<file path="config.mk">
export PLATFORM = sky130hd
export DESIGN_NAME = fp_div_seq
export DESIGN_NICKNAME = d
export VERILOG_FILES = /design/src/rtl/fp_pkg.sv /design/src/rtl/fp_div_mant_core.sv /design/src/rtl/fp_div_seq.sv
export SDC_FILE = /design/constraint.sdc
export NUM_CORES = 1
export LEC_CHECK = 0
export CORE_MARGIN = 1.5
export CORE_UTILIZATION = 59
export CTS_CLUSTER_SIZE = 24
export DETAILED_ROUTE_END_ITERATION = 8
export GPL_TIMING_DRIVEN = 0
export PLACE_DENSITY = 0.8
export SETUP_SLACK_MARGIN = 0.05
export SYNTH_ARGS = -nofsm -noshare
export SYNTH_HDL_FRONTEND = slang
export SYNTH_HIERARCHICAL = 1
export SYNTH_SLANG_ARGS = --single-unit
</file>
<file path="constraint.sdc">
create_clock -name clk -period 4 [get_ports clk]
set_input_delay 0.4 -clock clk [delete_from_list [all_inputs] [get_ports clk]]
set_output_delay 0.4 -clock clk [all_outputs]
set_load 0.05 [all_outputs]
</file>
<file path="src/rtl/fp_pkg.sv">
// Shared single-precision FP types, constants and classifiers for the FP arithmetic unit.
// FP_DIV_ROUND_NEAREST_EN selects the divider iteration count (guard bit for rounding).
package fp_pkg;

    localparam int unsigned EXP_WIDTH = 8;
    localparam int unsigned MAN_WIDTH = 23;
    localparam int unsigned BIAS      = 127;
    localparam int unsigned EXP_MAX   = 254;
    localparam int unsigned CNT_WIDTH = 5;

    localparam logic [31:0] QNAN    = 32'h7FC0_0000;
    localparam logic [31:0] POS_INF = 32'h7F80_0000;

`ifdef FP_DIV_ROUND_NEAREST_EN
    localparam int unsigned NITER = 26;
`else
    localparam int unsigned NITER = 25;
`endif

    typedef struct packed {
        logic                 sign;
        logic [EXP_WIDTH-1:0] exp;
        logic [MAN_WIDTH-1:0] frac;
    } fp32_t;

    typedef enum logic [2:0] {
        S_IDLE,
        S_SETUP,
        S_DIVIDE,
        S_NORM,
        S_DONE
    } div_state_t;

    // Denormals are flushed, so a zero exponent alone means zero.
    function automatic logic is_zero(input fp32_t x);
        return x.exp == '0;
    endfunction

    function automatic logic is_inf(input fp32_t x);
        return (x.exp == '1) && (x.frac == '0);
    endfunction

    function automatic logic is_nan(input fp32_t x);
        return (x.exp == '1) && (x.frac != '0);
    endfunction

endpackage

</file>
<file path="src/rtl/fp_div_mant_core.sv">
// Restoring mantissa divider: one quotient bit per clock after load.
// FP_DIV_ROUND_NEAREST_EN exposes the final-remainder-nonzero flag for sticky rounding.
module fp_div_mant_core
    import fp_pkg::*;
#(
    parameter int unsigned MW = MAN_WIDTH + 1,
    parameter int unsigned N  = NITER
) (
    input  logic          clk,
    input  logic          rst_n,
    input  logic          load,
    input  logic [MW-1:0] r_init,
    input  logic [MW-1:0] d_init,
    output logic [N-1:0]  quo,
`ifdef FP_DIV_ROUND_NEAREST_EN
    output logic          rem_nz,
`endif
    output logic          finish_c
);

    logic [MW:0]            rem;
    logic [MW-1:0]          div;
    logic [CNT_WIDTH-1:0]   cnt;
    logic                   active;
    logic                   qbit;
    logic [MW-1:0]          rem_sub;

    // Partial remainder stays below 2*D, so after a subtract it fits in MW bits.
    always_comb begin
        qbit    = rem >= {1'b0, div};
        rem_sub = qbit ? MW'(rem - {1'b0, div}) : rem[MW-1:0];
    end

    assign finish_c = active && (cnt == CNT_WIDTH'(N - 1));

`ifdef FP_DIV_ROUND_NEAREST_EN
    assign rem_nz = |rem;
`endif

    always_ff @(posedge clk or negedge rst_n) begin
        if (!rst_n) begin
            rem    <= '0;
            div    <= '0;
            quo    <= '0;
            cnt    <= '0;
            active <= 1'b0;
        end else if (load) begin
            rem    <= {1'b0, r_init};
            div    <= d_init;
            quo    <= '0;
            cnt    <= '0;
            active <= 1'b1;
        end else if (active) begin
            rem <= {rem_sub, 1'b0};
            quo <= {quo[N-2:0], qbit};
            cnt <= cnt + CNT_WIDTH'(1);
            if (finish_c) begin
                active <= 1'b0;
            end
        end
    end

endmodule

</file>
<file path="src/rtl/fp_div_seq.sv">
// Iterative IEEE-754 single-precision divider q = a / b with start/done handshake.
// FP_DIV_ROUND_NEAREST_EN enables round-to-nearest-even (default: truncation).
module fp_div_seq #(
    parameter int unsigned DATA_WIDTH = 32,
    parameter int unsigned EXP_WIDTH  = 8,
    parameter int unsigned MAN_WIDTH  = 23
) (
    input  logic                  clk,
    input  logic                  rst_n,
    input  logic                  start,
    input  logic [DATA_WIDTH-1:0] a,
    input  logic [DATA_WIDTH-1:0] b,
    output logic                  busy,
    output logic                  done,
    output logic [DATA_WIDTH-1:0] q,
    output logic                  overflow,
    output logic                  underflow,
    output logic                  div_by_zero
);
    import fp_pkg::*;

    localparam int unsigned EW  = EXP_WIDTH + 2;
    localparam int unsigned MW1 = MAN_WIDTH + 1;
    localparam logic signed [EW-1:0] EXP_HI = EW'(EXP_MAX);
    localparam logic signed [EW-1:0] EXP_LO = EW'(1);

    div_state_t             state, state_d;
    logic                   busy_d, done_d, ovf_d, unf_d, dbz_d;
    logic [DATA_WIDTH-1:0]  q_d;
    fp32_t                  a_r, a_d, b_r, b_d;
    logic [DATA_WIDTH-1:0]  res, res_d;
    logic                   res_ovf, res_ovf_d, res_unf, res_unf_d, res_dbz, res_dbz_d;
    logic                   sign_r, sign_d;
    logic signed [EW-1:0]   exp_r, exp_d;

    logic [NITER-1:0]       quo;
    logic                   finish_c;
    logic                   load_c;

    logic                   quo_msb;
    logic [MAN_WIDTH-1:0]   frac_n;
    logic signed [EW-1:0]   exp_n;
    logic                   norm_ovf, norm_unf;
    logic [DATA_WIDTH-1:0]  norm_word;
`ifdef FP_DIV_ROUND_NEAREST_EN
    logic                   rem_nz, guard, sticky, carry;
`endif

    assign load_c = (state == S_IDLE) && start;

    fp_div_mant_core #(.MW(MW1), .N(NITER)) u_core (
        .clk      (clk),
        .rst_n    (rst_n),
        .load     (load_c),
        .r_init   ({1'b1, a[MAN_WIDTH-1:0]}),
        .d_init   ({1'b1, b[MAN_WIDTH-1:0]}),
        .quo      (quo),
`ifdef FP_DIV_ROUND_NEAREST_EN
        .rem_nz   (rem_nz),
`endif
        .finish_c (finish_c)
    );

    // Normalise the quotient (in [0.5, 2)) and pack, with range checks last.
    always_comb begin
        quo_msb = quo[NITER-1];
        frac_n  = quo_msb ? quo[NITER-2 -: MAN_WIDTH] : quo[NITER-3 -: MAN_WIDTH];
        exp_n   = quo_msb ? exp_r : exp_r - EW'(1);
`ifdef FP_DIV_ROUND_NEAREST_EN
        guard  = quo_msb ? quo[NITER-2-MAN_WIDTH] : quo[NITER-3-MAN_WIDTH];
        sticky = rem_nz | (quo_msb & quo[0]);
        carry  = 1'b0;
        if (guard && (sticky || frac_n[0])) begin
            {carry, frac_n} = {1'b0, frac_n} + MW1'(1);
        end
        if (carry) begin
            exp_n = exp_n + EW'(1);
        end
`endif
        norm_ovf = exp_n > EXP_HI;
        norm_unf = exp_n < EXP_LO;
        if (norm_ovf) begin
            norm_word = POS_INF | {sign_r, 31'h0};
        end else if (norm_unf) begin
            norm_word = {sign_r, 31'h0};
        end else begin
            norm_word = {sign_r, exp_n[EXP_WIDTH-1:0], frac_n};
        end
    end

    // Next-state and next-register values.
    always_comb begin
        state_d   = state;
        busy_d    = busy;
        done_d    = 1'b0;
        q_d       = q;
        ovf_d     = overflow;
        unf_d     = underflow;
        dbz_d     = div_by_zero;
        a_d       = a_r;
        b_d       = b_r;
        res_d     = res;
        res_ovf_d = res_ovf;
        res_unf_d = res_unf;
        res_dbz_d = res_dbz;
        sign_d    = sign_r;
        exp_d     = exp_r;

        unique case (state)
            S_IDLE: begin
                if (start) begin
                    a_d     = fp32_t'(a);
                    b_d     = fp32_t'(b);
                    busy_d  = 1'b1;
                    ovf_d   = 1'b0;
                    unf_d   = 1'b0;
                    dbz_d   = 1'b0;
                    state_d = S_SETUP;
                end
            end
            S_SETUP: begin
                sign_d    = a_r.sign ^ b_r.sign;
                res_ovf_d = 1'b0;
                res_unf_d = 1'b0;
                res_dbz_d = 1'b0;
                state_d   = S_DONE;
                if (is_nan(a_r) || is_nan(b_r)) begin
                    res_d = QNAN;
                end else if ((is_inf(a_r) && is_inf(b_r)) || (is_zero(a_r) && is_zero(b_r))) begin
                    res_d = QNAN;
                end else if (is_inf(a_r)) begin
                    res_d = POS_INF | {sign_d, 31'h0};
                end else if (is_zero(b_r)) begin
                    res_d     = POS_INF | {sign_d, 31'h0};
                    res_dbz_d = 1'b1;
                end else if (is_zero(a_r) || is_inf(b_r)) begin
                    res_d = {sign_d, 31'h0};
                end else begin
                    exp_d   = EW'(a_r.exp) - EW'(b_r.exp) + EW'(BIAS);
                    state_d = S_DIVIDE;
                end
            end
            S_DIVIDE: begin
                if (finish_c) begin
                    state_d = S_NORM;
                end
            end
            S_NORM: begin
                res_d     = norm_word;
                res_ovf_d = norm_ovf;
                res_unf_d = norm_unf;
                state_d   = S_DONE;
            end
            S_DONE: begin
                q_d     = res;
                ovf_d   = res_ovf;
                unf_d   = res_unf;
                dbz_d   = res_dbz;
                done_d  = 1'b1;
                busy_d  = 1'b0;
                state_d = S_IDLE;
            end
            default: state_d = S_IDLE;
        endcase
    end

    always_ff @(posedge clk or negedge rst_n) begin
        if (!rst_n) begin
            state       <= S_IDLE;
            busy        <= 1'b0;
            done        <= 1'b0;
            q           <= '0;
            overflow    <= 1'b0;
            underflow   <= 1'b0;
            div_by_zero <= 1'b0;
            a_r         <= '0;
            b_r         <= '0;
            res         <= '0;
            res_ovf     <= 1'b0;
            res_unf     <= 1'b0;
            res_dbz     <= 1'b0;
            sign_r      <= 1'b0;
            exp_r       <= '0;
        end else begin
            state       <= state_d;
            busy        <= busy_d;
            done        <= done_d;
            q           <= q_d;
            overflow    <= ovf_d;
            underflow   <= unf_d;
            div_by_zero <= dbz_d;
            a_r         <= a_d;
            b_r         <= b_d;
            res         <= res_d;
            res_ovf     <= res_ovf_d;
            res_unf     <= res_unf_d;
            res_dbz     <= res_dbz_d;
            sign_r      <= sign_d;
            exp_r       <= exp_d;
        end
    end

endmodule

</file>
==> out/qor.txt, run 1 <==
DRC: 0
RSZ-0062 raised after global routing: no
nets@finish: 1372
Fillers: 1493
pre-CTS setup slack: -0.130 ns
Die Width: 144 um
Iteration-0 DRC Markers: 625
Cell Area, Placed: 0.0132 mm^2
commonest cells after routing, fill and taps aside: dfrtp_1 (230), nand2_1 (116), clkdlybuf4s50_1 (102)
status: finished clean
Initial Util: 60.5%
Comb pwr share: 52.4%
grt total ovfl: 0
clock sink count: 230
share of power burned in registers: 29.9%
TritonCTS Buffers: 25
placed cell count: 1504
fin crit share: 88.6%
Post-Synthesis Cells: 1133
Power Density: 957 mW/mm^2
Core Area: 0.0195 mm^2
Worst Path Max Fanout: 12
CTS tree: built
CP bufs+invs: 6
Synth Area in XOR/XNOR: 3.19%
adder-cell share of the synthesized area: 4.15%
CP delay by family, top: buffers and inverters
final setup margin: 0.455 ns
normalized max-slew margin: 45.4%
most frequent CP cell: clkbuf_1
fmax: 282 MHz
Crit. End Element: register
post-synthesis mux area share: 13.7%
CP Cell Sequence: clkbuf_1, nor4b_1, clkbuf_2, clkbuf_1, clkbuf_2, clkbuf_1, buf_1, nor2_1
Max Slew Vio Count: 0
Critical Path RT: 4.37 ns
slowest stage cell on the critical path: nor4b_1
Final Hold Slack: 0.448 ns
Clock Power Share: 17.8%
worst-skew pair later-pin latency: 0.51 ns
Clk Tree Root Cell: clkbuf_16
Worst EP arrival: 3.92 ns
EDFF count, synth: 0
clk_skew: 0.0105 ns
Final Cell Area: 0.0141 mm^2
dpl hpwl: 20.9 mm
Hold Fails Final Rpt: 0
Synth Cell Area: 0.0118 mm^2
Die ar.: 0.0209 mm^2
H-tree depth: 1
Rows: 51
number of buffers added on ports: 103
type of the worst setup path: reg -> reg
setup repair bufs after CTS: 0
post-layout util: 72.2%
routability cong.: 0.915
YS warnings: 6
Setup violations, final: 0
Area Overhead vs Synth: 19.4%
Switching Fraction: 42.3%
Int Power: 7.79 mW
mean number of vias per cell: 5.86
P_sw: 5.71 mW
largest family of logic cells by synthesized area: compound AO/OA/AOI/OAI gates
I/O pin count: 104
Register Area: 0.00576 mm^2
Max stage delay on crit path: 0.52 ns
number of max-cap violations: 0
fin cells: 1549
number of global-route vias before repair: 9167
Leak Pwr: 6.34 nW
WL final: 28.8 mm
sequential-to-total area share from yosys stat: 48.8%
Slew @ Worst Pin: 0.819 ns
global-route wire length before repair: 46.7 mm
Final ANT Viol Nets: 0
mean routed wirelength per cell: 18.6 um
Compound-Gate Fraction of Synth Area: 13.8%
most common cell after layout, fill and taps aside: dfrtp_1
peak supply drop: 0.000517 V
area of the multi-input gates: 0.00561 mm^2
gr usage total: 28.6%
initial antenna violation count: 1
syn_area_per_cell: 10.4 um^2
Pre-antenna DRT Iters: 5
Synth Register Bits: 230
critical path launch point type: register
Die H: 144 um
pin count of the biggest net entering global routing: 82
vias: 9084
min Tclk post-route: 3.54 ns
clk slew on worst S/H paths: 0.06 ns
Synth Area in Simple Gates: 12.7%
layout cells sized above 1: 13.5%
HP Class: in -> async
Max Root-Sink Buffers: 3
Synth async-reset ratio: 100%
Synth Flop Type: dfrtp_1
Unique masters post-synth: 70
==> worst paths after layout <==
check / startpoint / endpoint / slack (ns) / depth (start not counted)
setup / recovery: state[1] / u_core/quo[15] / 0.46 / 8
hold / removal: rst_n / a_r[24] / 0.45 / 2
setup reg to reg: state[1] / u_core/quo[15] / 0.46 / 8
hold reg to reg: res[15] / res[15] / 0.48 / 2
max in group asynchronous: rst_n / res[11] / 2.74 / 3
min in group clk: a[23] / a_r[23] / 0.46 / 3
==> logic make-up after synthesis <==
| family | Yosys count |
|---|---|
| AOI/OAI and AO/OA | 250 |
| xor gates and xnor gates | 43 |
| adders and majority gates | 38 |
| buffers and inverters | 105 |
| DFF | 230 |
| muxes | 150 |
| other | 1 |
| and+or+nand+nor | 316 |
==> synth_stat cells (3+ instances only) <==
library cell	count	area [um^2]
a211oi_1	14	105
a21boi_0	3	22.5
a21o_1	21	158
a21oi_1	51	255
a22o_1	7	61.3
a22oi_1	6	45.0
a31oi_1	6	37.5
a41oi_1	3	26.3
and2_1	4	25.0
and3_1	5	31.3
buf_1	5	18.8
buf_2	6	30.0
clkbuf_1	45	169
dfrtp_1	230	5760
ha_1	36	450
inv_1	46	173
mux2_2	91	1020
mux2i_1	59	591
nand2_1	116	435
nand2b_1	5	31.3
nand3_1	21	105
nand3b_1	3	22.5
nand4_1	11	68.8
nor2_1	86	323
nor2b_1	8	50.1
nor3_1	13	65.1
nor3b_1	7	52.6
nor4_1	13	81.3
o211ai_1	4	30.0
o21a_1	4	30.0
o21ai_0	72	360
o21ai_1	3	15.0
o21ai_2	20	175
o31ai_1	15	113
or3_1	5	31.3
or4_1	6	45.0
xnor2_1	23	201
xor2_1	20	175
==> cell type report <==
type | instances | share of cell area [%]
flip-flops and latches | 230 | 40.8
inverters | 46 | 1.22
diodes | 1 | 0.0177
multi-input cells | 799 | 39.8
repair buffers | 106 | 7.81
clock inverters | 12 | 1.38
clock buffers | 31 | 4.67
well taps | 265 | 2.35
plain buffers | 59 | 1.93
==> registers in the layout (all words and copies together), names as in the netlist, 3 cells and up <==
signal	flops
u_core/rem	25
u_core/cnt	5
q	32
state	3
b_r	32
res	32
a_r	32
exp_r	10
u_core/div	24
u_core/quo	25
==> repair_timing <==
| action | CTS | global route |
|---|---|---|
| endpoints found under the hold margin | 71 | 0 |
| gates resized for setup | 0 | 4 |
| hold buffers | 1 | 0 |
| endpoints found under the setup margin | 0 | 40 |
==> per-stage QoR <==
step	total power, mW	TNS, ns
floorplan	9.14	0
global placement	10.7	-1613.30
detailed placement	11.0	-3.59
CTS	13.4	0
global route	14.4	0
finish	13.5	0
==> power by group through the flow <==
stage	clock [mW]	sequential [mW]	combinational, mW
after floorplan	0	4.24	4.90
after global placement	0	4.01	6.72
after detailed placement	0	4.04	6.92
after CTS	2.44	4.02	6.98
after global routing	2.53	4.15	7.76
final	2.40	4.03	7.07
==> per-layer routing <==
layer  share of wire (%)  global-route usage, %  vias up
li1                    -                      -     4296
met3                 5.7                   4.74       66
met1                  45                   39.1     4435
met5                   0                      0        -
met4                 2.9                   9.68        0
met2                  46                   46.5      287
No activity file was read; power rests on OpenSTA's default activity.
==> run 2, diff against run 1 <==
--- a/config.mk
+++ b/config.mk
@@ -6,7 +6,7 @@
 export NUM_CORES = 1
 export LEC_CHECK = 0
 export CORE_MARGIN = 1.5
-export CORE_UTILIZATION = 59
+export CORE_UTILIZATION = 58
 export CTS_CLUSTER_SIZE = 24
 export DETAILED_ROUTE_END_ITERATION = 8
 export GPL_TIMING_DRIVEN = 0
@@ -14,5 +14,4 @@
 export SETUP_SLACK_MARGIN = 0.05
 export SYNTH_ARGS = -nofsm -noshare
 export SYNTH_HDL_FRONTEND = slang
-export SYNTH_HIERARCHICAL = 1
 export SYNTH_SLANG_ARGS = --single-unit
==> constraint.sdc (replaced) <==
create_clock -name clk -period 3.5 [get_ports clk]
set_input_delay 0.35 -clock clk [delete_from_list [all_inputs] [get_ports clk]]
set_output_delay 0.35 -clock clk [all_outputs]
set_load 0.05 [all_outputs]
==> out/qor.txt, run 2 <==
Setup violations, final: 0 (unchanged)
post-synth top area cell: dfrtp_1 (unchanged)
Leak Pwr: 6.06 nW (was 6.34 nW)
H-tree depth: 1 (unchanged)
syn_area_per_cell: 9.78 um^2 (was 10.4 um^2)
layout cells sized above 1: 9.16% (was 13.5%)
Synth async-reset ratio: 100% (unchanged)
pin count of the biggest net entering global routing: 111 (was 82)
Fillers: 1354 (was 1493)
Die ar.: 0.0194 mm^2 (was 0.0209 mm^2)
placed cell count: 1435 (was 1504)
normalized max-slew margin: 42.3% (was 45.4%)
mean routed wirelength per cell: 17.5 um (was 18.6 um)
Area Overhead vs Synth: 19.4% (about the same)
most frequent CP cell: a211oi_1 (was clkbuf_1)
Clk Tree Root Cell: clkbuf_16 (unchanged)
Max Root-Sink Buffers: 3 (unchanged)
Post-CTS Resized: 0 (unchanged)
Initial Util: 59.6% (was 60.5%)
met1 Use GR: 35.4% (was 39.1%)
Max stage delay on crit path: 0.51 ns (was 0.52 ns)
Final Hold Slack: 0.378 ns (was 0.448 ns)
grt met3 use: 3.27% (was 4.74%)
I/O pin count: 104 (unchanged)
CP Cell Sequence: ha_1, clkbuf_1, nand4_1, nor4_1, nand3_1, o211ai_1, a211oi_1, nand2_1, buf_2, a211oi_1, a221o_1 (was clkbuf_1, nor4b_1, clkbuf_2, clkbuf_1, clkbuf_2, clkbuf_1, buf_1, nor2_1)
nets@finish: 1336 (was 1372)
GR peak layer: met2 (unchanged)
critical path launch point type: register (unchanged)
Synth Cell Area: 0.0108 mm^2 (was 0.0118 mm^2)
commonest cells after routing, fill and taps aside: nand2_1 (215), dfrtp_1 (207), clkdlybuf4s50_1 (102) (was dfrtp_1 (230), nand2_1 (116), clkdlybuf4s50_1 (102))
status: finished, violations left (was finished clean)
clk_skew: 0.0108 ns (was 0.0105 ns)
top cell type's share of synthesized area: 48.0% (was 48.8%)
number of max-cap violations: 0 (unchanged)
RSZ-0062 raised after global routing: no (unchanged)
GR Util met2: 47.6% (was 46.5%)
Pre-antenna DRT Iters: 7 (was 5)
initial antenna violation count: 0 (was 1)
Max Slew Vio Count: 0 (unchanged)
WL final: 25.8 mm (was 28.8 mm)
worst-skew pair later-pin latency: 0.50 ns (was 0.51 ns)
Iteration-0 DRC Markers: 568 (was 625)
Synth Flop Type: dfrtp_1 (unchanged)
number of global-route vias before repair: 8374 (was 9167)
Core Area: 0.0181 mm^2 (was 0.0195 mm^2)
Synth area leaders: dfrtp_1 (48%), nand2_1 (7.5%), mux2i_1 (5.5%) (was dfrtp_1 (49%), mux2_2 (8.7%), mux2i_1 (5.0%))
mean number of vias per cell: 5.86 (about the same)
EDFF count, synth: 0 (unchanged)
fmax: 312 MHz (was 282 MHz)
sequential-to-total area share from yosys stat: 48.0% (was 48.8%)
Unique masters post-synth: 68 (was 70)
Worst EP arrival: 3.59 ns (was 3.92 ns)
CTS tree: built (unchanged)
fin crit share: 91.5% (was 88.6%)
Hold Fails Final Rpt: 0 (unchanged)
post-layout util: 71.2% (was 72.2%)
vias: 8635 (was 9084)
min Tclk post-route: 3.20 ns (was 3.54 ns)
Rows: 49 (was 51)
routability cong.: 0.923 (was 0.915)
CP bufs+invs: 2 (was 6)
dpl hpwl: 18.8 mm (was 20.9 mm)
clock sink count: 207 (was 230)
failing checks: design-rule violations
number of buffers added on ports: 103 (unchanged)
Pwr Total: 13.8 mW (was 13.5 mW)
CP delay by family, top: simple AND/OR/NAND/NOR gates (was buffers and inverters)
gr usage total: 27.3% (was 28.6%)
top flop regs: a_r: 32 flops, q: 32 flops, res: 32 flops
type of the worst setup path: reg -> reg (unchanged)
Critical Path RT: 3.89 ns (was 4.37 ns)
Final ANT Viol Nets: 0 (unchanged)
# diodes: 0 (was 1)
DRC: 7 (was 0)
fin cells: 1474 (was 1549)
TritonCTS Buffers: 22 (was 25)
Power Density: 1080 mW/mm^2 (was 957 mW/mm^2)
most common cell in the synthesized netlist: nand2_1 (was dfrtp_1)
clk slew on worst S/H paths: 0.06 ns (about the same)
Die Width: 139 um (was 144 um)
global-route wire length before repair: 42.7 mm (was 46.7 mm)
grt total ovfl: 0 (unchanged)
HP Class: in -> reg (was in -> async)
Die H: 139 um (was 144 um)
Post-Synthesis Cells: 1102 (was 1133)
peak supply drop: 0.000743 V (was 0.000517 V)
most instantiated cells after synthesis: nand2_1 (215), dfrtp_1 (207), o21ai_0 (74) (was dfrtp_1 (230), nand2_1 (116), mux2_2 (91))
Crit. End Element: register (unchanged)
slowest stage cell on the critical path: nor4_1 (was nor4b_1)
final setup TNS: 0 ns (unchanged)
Worst Path Max Fanout: 10 (was 12)
YS warnings: 0 (was 6)
syn_nets: 1207
Synth Register Bits: 207 (was 230)
most common cell after layout, fill and taps aside: nand2_1 (was dfrtp_1)
Slew @ Worst Pin: 0.862 ns (was 0.819 ns)
[run 2: changes by cell type after synthesis, sizes merged, moves of 6 or more]
cell,before,now
nand2,116,216
mux2,91,35
nor2,87,61
dfrtp,230,207
a21oi,52,35
nand3,21,9
o31ai,15,4
clkbuf,45,36
o22a,0,9
o211ai,4,12
a211oi,15,9
inv,46,52
xor2,20,14
[run 2: layout make-up]
class / count / area (um^2) / area share, %
Sequential cell: 207 / 5180 / 40.2
Timing Repair Buffer: 105 / 1070 / 8.34
Tap cell: 229 / 287 / 2.23
Buffer: 50 / 243 / 1.89
Multi-Input combinational cell: 793 / 5160 / 40.1
Inverter: 52 / 195 / 1.52
Clock buffer: 29 / 608 / 4.72
Clock inverter: 9 / 125 / 0.972
[run 2: power breakdown]
part	internal (mW)	leakage, nW	switching, mW	total (mW)
clock network	1.44	0.355	0.928	2.37
logic	3.00	3.06	4.32	7.32
registers	3.40	2.64	0.759	4.16
[run 2: tightest hold or removal path: cells and delay by family]
kind,cells,cell delay (ns)
buffers and inverters,1,0.39
AND/OR/NAND/NOR,2,0.10
[run 2: kinds of logic (layout without fill, tap and decap cells)]
family / Yosys count / count (layout) / share of synthesized area, %
AO/OA/AOI/OAI: 249 / 249 / 15.5
multiplexers: 94 / 94 / 9.13
AND/OR/NAND/NOR: 376 / 376 / 15.8
XOR/XNOR: 36 / 36 / 2.92
buffers and inverters: 102 / 245 / 4.06
flip-flops: 207 / 207 / 48.0
adder cells (fa/ha/maj): 38 / 38 / 4.55
[run 2: repair_timing]
action | 4_1_cts | 5_1_grt
endpoints found under the hold margin | 97 | 0
buffers inserted | 0 | 0
hold buffers | 1 | 0
endpoints found under the setup margin | 0 | 0
[run 2: worst paths after layout]
path	start	to	slack (ns)	depth (start not counted)
setup / recovery	u_core.rem[19]	u_core.rem[15]	0.30	11
hold / removal	a[24]	a_r[24]	0.38	3
setup reg to reg	u_core.rem[19]	u_core.rem[15]	0.30	11
hold reg to reg	u_core.div[23]	u_core.div[23]	0.46	2
max in group asynchronous	rst_n	a_r[9]	2.06	3
min in group asynchronous	rst_n	q[28]	0.45	2
[run 2: through the flow]
step | area (um^2) | worst slack, ns
2_1_floorplan | 10800 | 0.813
3_3_place_gp | 12100 | -6.35
3_5_place_dp | 12100 | 0.385
4_1_cts | 12900 | 0.361
5_1_grt | 12900 | 0.146
6_report | 12900 | 0.296
[run 2: routing by layer]
layer  share of wire (%)  routed length (um)
met5                   0                   0
met4                 3.1                 798
met3                 5.6                1440
met2                  50               12800
met1                  42               10800
==> run 3, diff against run 2 <==
--- a/config.mk
+++ b/config.mk
@@ -5,12 +5,13 @@
 export SDC_FILE = /design/constraint.sdc
 export NUM_CORES = 1
 export LEC_CHECK = 0
+export CORE_ASPECT_RATIO = 1.1
 export CORE_MARGIN = 1.5
 export CORE_UTILIZATION = 58
 export CTS_CLUSTER_SIZE = 24
 export DETAILED_ROUTE_END_ITERATION = 8
 export GPL_TIMING_DRIVEN = 0
-export PLACE_DENSITY = 0.8
+export PLACE_DENSITY_LB_ADDON = 0.12
 export SETUP_SLACK_MARGIN = 0.05
 export SYNTH_ARGS = -nofsm -noshare
 export SYNTH_HDL_FRONTEND = slang
==> out/qor.txt, run 3 (same netlist as run 2, synthesis figures left out) <==
fin cells: 1490 (was 1474)
Rows: 52 (was 49)
I/O pin count: 104 (unchanged)
vias: 8374 (was 8635)
CTS tree: built (unchanged)
peak supply drop: 0.000633 V (was 0.000743 V)
Core Area: 0.0183 mm^2 (was 0.0181 mm^2)
Pwr Total: 13.9 mW (was 13.8 mW)
grt total ovfl: 0 (unchanged)
clk_skew: 0.0208 ns (was 0.0108 ns)
Pre-antenna DRT Iters: 5 (was 7)
clock sink count: 207 (unchanged)
Leak Pwr: 6.10 nW (was 6.06 nW)
Iteration-0 DRC Markers: 389 (was 568)
top flop regs: a_r: 32 flops, q: 32 flops, res: 32 flops (unchanged)
TritonCTS Buffers: 22 (unchanged)
global-route wire length before repair: 41.3 mm (was 42.7 mm)
Area Overhead vs Synth: 20.3% (was 19.4%)
Cell Area, Placed: 0.0122 mm^2 (was 0.0121 mm^2)
min Tclk post-route: 3.16 ns (was 3.20 ns)
cts hold-fix bufs: 1 (unchanged)
Worst EP arrival: 3.55 ns (was 3.59 ns)
Post-CTS Resized: 0 (unchanged)
clk slew on worst S/H paths: 0.06 ns (about the same)
HP Class: in -> async (was in -> reg)
status: finished clean (was finished, violations left)
H-tree depth: 1 (unchanged)
met1 Use GR: 33.8% (was 35.4%)
Final Hold Slack: 0.353 ns (was 0.378 ns)
Worst Path Max Fanout: 10 (unchanged)
Max Root-Sink Buffers: 3 (unchanged)
worst-skew pair later-pin latency: 0.52 ns (was 0.50 ns)
Die H: 146 um (was 139 um)
critical path launch point type: register (unchanged)
Power Density: 1070 mW/mm^2 (was 1080 mW/mm^2)
Die Width: 133 um (was 139 um)
Clk Tree Root Cell: clkbuf_16 (unchanged)
WL final: 25.0 mm (was 25.8 mm)
final setup TNS: 0 ns (unchanged)
grt met3 use: 3.55% (was 3.27%)
Die ar.: 0.0194 mm^2 (about the same)
GR Util met2: 46.0% (was 47.6%)
final setup margin: 0.342 ns (was 0.296 ns)
DRC: 0 (was 7)
RSZ-0062 raised after global routing: no (unchanged)
placed cell count: 1450 (was 1435)
routability cong.: 0.911 (was 0.923)
fin crit share: 90.2% (was 91.5%)
Final ANT Viol Nets: 0 (unchanged)
pin count of the biggest net entering global routing: 84 (was 111)
Final Cell Area: 0.0130 mm^2 (was 0.0129 mm^2)
GR peak layer: met2 (unchanged)
setup repair bufs after CTS: 0 (unchanged)
normalized max-slew margin: 43.7% (was 42.3%)
Max Slew Vio Count: 0 (unchanged)
number of max-cap violations: 0 (unchanged)
fmax: 317 MHz (was 312 MHz)
Crit. End Element: register (unchanged)
mean routed wirelength per cell: 16.8 um (was 17.5 um)
pre-CTS setup slack: 0.345 ns (was 0.385 ns)
gr usage total: 26.4% (was 27.3%)
nets@finish: 1337 (was 1336)
Setup violations, final: 0 (unchanged)
mean number of vias per cell: 5.62 (was 5.86)
most common cell after layout, fill and taps aside: nand2_1 (unchanged)
layout cells sized above 1: 9.54% (was 9.16%)
dpl hpwl: 18.7 mm (was 18.8 mm)
Initial Util: 59.0% (was 59.6%)
number of global-route vias before repair: 8360 (was 8374)
commonest cells after routing, fill and taps aside: nand2_1 (215), dfrtp_1 (207), clkdlybuf4s50_1 (102) (unchanged)
Hold Fails Final Rpt: 0 (unchanged)
Critical Path RT: 3.89 ns (about the same)
number of buffers added on ports: 103 (unchanged)
type of the worst setup path: reg -> reg (unchanged)
# diodes: 0 (unchanged)
Slew @ Worst Pin: 0.841 ns (was 0.862 ns)
initial antenna violation count: 0 (unchanged)
post-layout util: 71.0% (was 71.2%)
-- run 3: report_power, final --
part	switching, mW	internal (mW)	leakage [nW]
Combinational	4.22	3.00	3.08
Clock	0.959	1.54	0.382
Sequential	0.730	3.40	2.64
Total	5.91	7.94	6.10
-- run 3: final timing paths --
check	from	to	slack, ns	cells after the start
max in group asynchronous	rst_n	res[14]	2.42	3
hold reg to reg	res[9]	res[9]	0.47	2
setup reg to reg	u_core.rem[19]	u_core.rem[15]	0.34	11
hold / removal	rst_n	q[25]	0.35	2
min in group clk	a[27]	a_r[27]	0.39	3
setup / recovery	u_core.rem[19]	u_core.rem[15]	0.34	11
-- run 3: critical path, stage by stage (launching register included) --
cell      delay, ns
dfrtp_1        0.42
ha_1           0.28
clkbuf_1       0.25
nand4_1        0.20
nor4_1         0.46
nand3_1        0.19
o211ai_1       0.17
a211oi_1       0.21
nand2_1        0.12
buf_2          0.33
a211oi_1       0.13
a221o_1        0.27
-- run 3: final cells by class --
class / count / area [um^2]
buffer: 50 / 243
clock buffer: 28 / 613
clock inverter: 11 / 175
fill: 1398 / 5310
inverter: 52 / 195
multi-input combinational: 793 / 5160
sequential: 207 / 5180
tap: 243 / 304
timing repair buffer: 106 / 1100
-- run 3: per-layer routing --
metal	vias up	wire, um
li1	4112	-
met1	4010	10600
met2	198	12500
met3	54	1150
met4	0	720
met5	-	0
